**config.mk**
```make
export PLATFORM = sky130hd
export DESIGN_NAME = tug_match_controller
export DESIGN_NICKNAME = d
export VERILOG_FILES = /design/src/rtl/tug_match_controller.sv
export SDC_FILE = /design/constraint.sdc
export NUM_CORES = 1
export LEC_CHECK = 0
export CAP_MARGIN = 20
export CORE_MARGIN = 1.5
export CORE_UTILIZATION = 46
export DETAILED_ROUTE_END_ITERATION = 16
export PLACE_DENSITY = 0.71
export SYNTH_ARGS = -nofsm -noshare
export SYNTH_HDL_FRONTEND = slang
export SYNTH_SLANG_ARGS = --single-unit
```
**constraint.sdc**
```tcl
create_clock -name clk -period 4.5 [get_ports clk]
set_clock_uncertainty 0.05 [all_clocks]
set_input_delay 0.45 -clock clk [delete_from_list [all_inputs] [get_ports clk]]
set_output_delay 0.45 -clock clk [all_outputs]
set_load 0.01 [all_outputs]
```
**src/rtl/tug_match_controller.sv**
```systemverilog
// Best-of-N tug-of-war match sequencer: starts rounds, clears the playfield
// between them, gates player input, tallies round wins, and drives score digits.
module tug_match_controller #(
    parameter int WIN_ROUNDS   = 3,
    parameter int HOLD_CYCLES  = 4,
    parameter int CLEAR_CYCLES = 2
) (
    input  logic       clk,
    input  logic       reset,
    input  logic       start,
    input  logic       roundWinL,
    input  logic       roundWinR,
    output logic       fieldReset,
    output logic       playEnable,
    output logic [3:0] scoreL,
    output logic [3:0] scoreR,
    output logic [6:0] hexL,
    output logic [6:0] hexR,
    output logic [1:0] matchWinner,
    output logic       busy
);

    typedef enum logic [2:0] {
        S_IDLE,
        S_CLEAR,
        S_PLAY,
        S_HOLD,
        S_DONE
    } state_t;

    // The counter only ever holds a load value (length-1) counting down to 0.
    localparam int MAXC = (HOLD_CYCLES > CLEAR_CYCLES) ? HOLD_CYCLES : CLEAR_CYCLES;
    localparam int CW   = (MAXC > 1) ? $clog2(MAXC) : 1;
    localparam logic [CW-1:0] CLEAR_LOAD = CW'(CLEAR_CYCLES - 1);
    localparam logic [CW-1:0] HOLD_LOAD  = CW'(HOLD_CYCLES - 1);
    localparam logic [3:0]    WIN_CNT    = 4'(WIN_ROUNDS);

    state_t        state_q, state_d;
    logic [CW-1:0] cnt_q, cnt_d;
    logic [3:0]    score_l_q, score_l_d;
    logic [3:0]    score_r_q, score_r_d;
    logic [1:0]    winner_q, winner_d;
    logic          start_prev_q, start_prev_d;
    logic          field_reset_q, field_reset_d;
    logic          play_enable_q, play_enable_d;
    logic          busy_q, busy_d;
    logic          start_edge;
    logic [3:0]    score_l_inc, score_r_inc;

    // Active-low 7-segment decode; anything outside 0..9 blanks the digit.
    function automatic logic [6:0] seg7(input logic [3:0] v);
        case (v)
            4'd0:    seg7 = 7'b1000000;
            4'd1:    seg7 = 7'b1111001;
            4'd2:    seg7 = 7'b0100100;
            4'd3:    seg7 = 7'b0110000;
            4'd4:    seg7 = 7'b0011001;
            4'd5:    seg7 = 7'b0010010;
            4'd6:    seg7 = 7'b0000010;
            4'd7:    seg7 = 7'b1111000;
            4'd8:    seg7 = 7'b0000000;
            4'd9:    seg7 = 7'b0010000;
            default: seg7 = 7'b1111111;
        endcase
    endfunction

    // Next-state, score and output computation; outputs follow the next state
    // so that they are registered alongside it.
    always_comb begin
        state_d      = state_q;
        cnt_d        = cnt_q;
        score_l_d    = score_l_q;
        score_r_d    = score_r_q;
        winner_d     = winner_q;
        start_prev_d = start;
        start_edge   = start & ~start_prev_q;
        score_l_inc  = score_l_q + 4'd1;
        score_r_inc  = score_r_q + 4'd1;

        case (state_q)
            S_IDLE: begin
                if (start_edge) begin
                    state_d = S_CLEAR;
                    cnt_d   = CLEAR_LOAD;
                end
            end
            S_CLEAR: begin
                if (cnt_q == '0) begin
                    state_d = S_PLAY;
                end else begin
                    cnt_d = cnt_q - CW'(1);
                end
            end
            S_PLAY: begin
                if (roundWinL && !roundWinR) begin
                    score_l_d = score_l_inc;
                    if (score_l_inc == WIN_CNT) begin
                        state_d  = S_DONE;
                        winner_d = 2'b10;
                    end else begin
                        state_d = S_HOLD;
                        cnt_d   = HOLD_LOAD;
                    end
                end else if (roundWinR && !roundWinL) begin
                    score_r_d = score_r_inc;
                    if (score_r_inc == WIN_CNT) begin
                        state_d  = S_DONE;
                        winner_d = 2'b01;
                    end else begin
                        state_d = S_HOLD;
                        cnt_d   = HOLD_LOAD;
                    end
                end else if (roundWinL && roundWinR) begin
                    // Tie: nobody scores, the round is replayed after the hold.
                    state_d = S_HOLD;
                    cnt_d   = HOLD_LOAD;
                end
            end
            S_HOLD: begin
                if (cnt_q == '0) begin
                    state_d = S_CLEAR;
                    cnt_d   = CLEAR_LOAD;
                end else begin
                    cnt_d = cnt_q - CW'(1);
                end
            end
            S_DONE: begin
                if (start_edge) begin
                    state_d   = S_CLEAR;
                    cnt_d     = CLEAR_LOAD;
                    score_l_d = 4'd0;
                    score_r_d = 4'd0;
                    winner_d  = 2'b00;
                end
            end
            default: begin
                state_d = S_IDLE;
            end
        endcase

        field_reset_d = (state_d == S_IDLE) || (state_d == S_CLEAR);
        play_enable_d = (state_d == S_PLAY);
        busy_d        = (state_d == S_CLEAR) || (state_d == S_PLAY) || (state_d == S_HOLD);
    end

    // Single state register for the whole controller.
    always_ff @(posedge clk) begin
        if (reset) begin
            state_q       <= S_IDLE;
            cnt_q         <= '0;
            score_l_q     <= 4'd0;
            score_r_q     <= 4'd0;
            winner_q      <= 2'b00;
            start_prev_q  <= 1'b1;
            field_reset_q <= 1'b1;
            play_enable_q <= 1'b0;
            busy_q        <= 1'b0;
        end else begin
            state_q       <= state_d;
            cnt_q         <= cnt_d;
            score_l_q     <= score_l_d;
            score_r_q     <= score_r_d;
            winner_q      <= winner_d;
            start_prev_q  <= start_prev_d;
            field_reset_q <= field_reset_d;
            play_enable_q <= play_enable_d;
            busy_q        <= busy_d;
        end
    end

    assign fieldReset  = field_reset_q;
    assign playEnable  = play_enable_q;
    assign busy        = busy_q;
    assign scoreL      = score_l_q;
    assign scoreR      = score_r_q;
    assign matchWinner = winner_q;
    assign hexL        = seg7(score_l_q);
    assign hexR        = seg7(score_r_q);

endmodule

```
==> results.txt <==
Port-buffer cells: 31
Layout net count: 281
Critical path cell sequence: clkdlybuf4s50_1, inv_1, ha_1, nor4b_4, a22oi_2, a2bb2oi_1, nor2_1, inv_1, ha_1, nor4b_1, a211oi_1
CP Launch Point: roundWinR
Simple-gate share of the synthesized area: 22.77%
Synth Area in Compound Gates: 25.26%
Syn Nets: 251
Final setup violation count: 0
Post-CTS Resized: 0
P_sw: 151.9 uW
DPL Wire Length: 3.168 mm
Seq/Total Area, Yosys: 31.98%
Int Power: 508.9 uW
Ant diodes: 0
Met3 usage: 4.473%
Clock sinks: 33
R2r setup slk: 1920 ps
Remaining antenna violation count after routing: 0
Largest net degree at the start of global routing: 18
Via count: 1,773
F_max: 339.6 MHz
Core Box Area: 4324 um2
CP required: 4660 ps
RSZ-0062 raised after global routing: false
CTS tree: yes
CP max FO: 7
Setup ws final: 1555 ps
Max-slew headroom: 62.94%
DRT Pass-1 Iters: 4
Rows: 24
Met2 Use GR: 29.42%
Critical Path Max Stage Delay: 500 ps
Hold WC Path Type: flop to flop
Number of global-route vias before repair: 1,620
Die area: 4901 um2
Total congestion overflow: 0
Worst Tran Pin Value: 554.1 ps
Die width: 70.01 um
Skew-Pair Late Insertion Delay: 290 ps
Setup tns final: 0 ps
Die height: 70.01 um
Root buffer cell: clkbuf_8
Multiplexer area fraction after synthesis: 2.604%
R2R Path Start: state_q[1]
Hold Crit Start: matchWinner[0]
Vias per Instance: 5.719
Part of the power in registers: 46.4%
Util after Layout: 58.19%
FF-to-FF End: hexR[3]
Synth Flop Type: dfxtp_1
Detailed-route wire length: 4.480 mm
Final Slew Violations: 0
Synthesized area per cell: 9.100 um2
Post-synth EDFFs: 0
# hold bufs at CTS: 0
Met1 GRT Util: 25.38%
Worst Setup Start Kind: primary input
Area contributors post-synth: dfxtp_1 (32%), ha_1 (12%), inv_1 (3.1%), a21oi_1 (2.9%), nor2_1 (2.9%)
Pwr/cell area: 262.6 nW/um2
Crit end category: flop
Hold Crit Depth: 2
Reg clk slew, reported paths: 70 ps
Slowest CP cell: clkdlybuf4s50_1
Synth Area in XOR/XNOR: 0%
Cells after Synth: 227
Yosys reg bits: 33
Max-Cap Viols: 0
Hold EP: matchWinner[0]
Period utilization: 65.43%
Post-CTS Setup Bufs: 0
Largest family of logic cells by synthesized area: compound AO/OA/AOI/OAI gates
WS Path Type: primary input to flop
Worst vdd ir: 0.0001378 V
Number of placed I/O pins: 32
Tot Pwr: 660.8 uW
Yosys top cell by area: dfxtp_1
Initial core utilization: 47.77%
Mapped Area: 2066 um2
Ys async rst share: 0%
Starting DRT DRC Count: 200
Area growth, synth to finish: 21.80%
Total Routing Usage GR: 18.91%
Adder-cell share of the synthesized area: 11.51%
CP Data Arrival Time: 3100 ps
Cell variety after synth: 63
GR peak layer: met2
CTS Buf Count: 5
Yosys top cell area share: 31.98%
Crit path time final: 2945 ps
H-Tree Depth: 2
Hold Vio Cnt, Final: 0
Setup WS pre-CTS: 1277 ps
Non-Filler Instances: 310
Share of cells above drive strength 1: 10.85%
Pleak: 0.9642 nW
GP Congestion: 0.8388
Status: finished, final reports clean
Yosys Warn Count: 0
Part of the power in combinational logic: 9.3%
Wire per inst: 14.45 um
Initial antenna violation count: 0
FF-to-FF path depth: 8
Residual DRC count: 0
Clock power share: 44.3%
Dpl cells: 302
Switching Fraction: 22.99%
First-pass GRT wire length: 7.465 mm
Clk buf depth: 2
[metrics by stage]
step | area (um2) | hold WS (ps)
floorplan | 2066 | 454.0
global placement | 2400 | 436.3
detailed placement | 2400 | 442.0
CTS | 2516 | 458.0
global route | 2516 | 487.8
finish | 2516 | 452.4
[cells in the mapped netlist (2+ instances only)]
| cell | number |
|---|---|
| o22a_1 | 2 |
| o2111ai_1 | 2 |
| and4bb_2 | 2 |
| a22oi_1 | 2 |
| a31oi_1 | 2 |
| clkbuf_1 | 3 |
| nand2b_1 | 6 |
| o21bai_1 | 2 |
| inv_1 | 17 |
| nor2_1 | 16 |
| nor3_1 | 4 |
| mux2i_1 | 2 |
| buf_2 | 3 |
| nand3b_1 | 2 |
| or3_1 | 2 |
| and3b_1 | 2 |
| a211o_1 | 2 |
| nand2_1 | 14 |
| a211oi_1 | 7 |
| o21ai_0 | 8 |
| dfxtp_1 | 33 |
| and3_1 | 4 |
| a21boi_0 | 3 |
| nand3_1 | 4 |
| a21oi_1 | 12 |
| nor4_1 | 2 |
| nor2b_1 | 3 |
| and2_1 | 4 |
| o22ai_1 | 2 |
| or2_2 | 2 |
| ha_1 | 19 |
| a2bb2oi_1 | 3 |
| o31ai_1 | 4 |
| mux2_2 | 3 |
[kinds of logic (layout without fill, tap and decap cells)]
kind of cell / count (synthesis) / count (layout)
buffers and inverters: 27 / 58
adders and majority gates: 19 / 19
and+or+nand+nor: 78 / 78
AOI/OAI and AO/OA: 65 / 65
DFF: 33 / 33
muxes: 5 / 5
[layout make-up]
class / count / area [um2]
fill: 404 / 1808
multi-input combinational: 167 / 1284
tap: 52 / 65.06
clock inverter: 1 / 30.03
timing repair buffer: 32 / 317.8
sequential: 33 / 660.6
clock buffer: 7 / 86.33
inverter: 18 / 72.57
[critical path, delay by kind of cell]
family	cells	cell delay [ps]
AOI/OAI and AO/OA	3	740
and+or+nand+nor	3	710
buffers and inverters	3	670
adders and majority gates	2	520
[worst max-delay path by stage]
stage	cells after the start	endpoint	slack, ps
after floorplan	10	hexR[3]	2050
final	11	hexR[3]	1560
after global routing	11	hexR[3]	1330
after global placement	11	hexR[3]	1370
after CTS	11	hexR[3]	1570
after detailed placement	11	hexR[4]	1280
[per-layer routing]
layer / vias up / routed length (um) / part of all wire (%)
li1: 894 / - / -
met1: 830 / 2223 / 50
met2: 43 / 2003 / 45
met3: 6 / 180 / 4.0
met4: 0 / 73 / 1.6
met5: - / 0 / 0
[cells in the final DEF (no fill, tap or decap), types with 3 or more instances in the layout]
cell type and count:
o31ai_1 4, a211oi_1 7, nor2_1 16, nor2b_1 3, clkdlybuf4s50_1 31, nand2_1 14
nor3_1 4, a21oi_1 12, inv_1 17, o21ai_0 8, and3_1 4, mux2_2 3
dfxtp_1 33, and2_1 4, nand2b_1 6, clkbuf_8 6, a21boi_0 3, a2bb2oi_1 3
ha_1 19, nand3_1 4
[sequential cells by signal, summed over array words and instances, names as in the netlist]
signal	cells
hexL	7
hexR	7
scoreL	4
scoreR	4
state_q	3
cnt_q	2
matchWinner	2
busy	1
fieldReset	1
playEnable	1
start_prev_q	1
[power groups by stage]
stage | clock, mW | combinational, mW | sequential (mW)
after floorplan | 0 | 0.0418 | 0.311
after global placement | 0 | 0.0606 | 0.313
after detailed placement | 0 | 0.0608 | 0.313
after CTS | 0.299 | 0.0614 | 0.307
after global routing | 0.310 | 0.0681 | 0.308
final | 0.293 | 0.0613 | 0.307
Power figures use the tool's default switching activity.
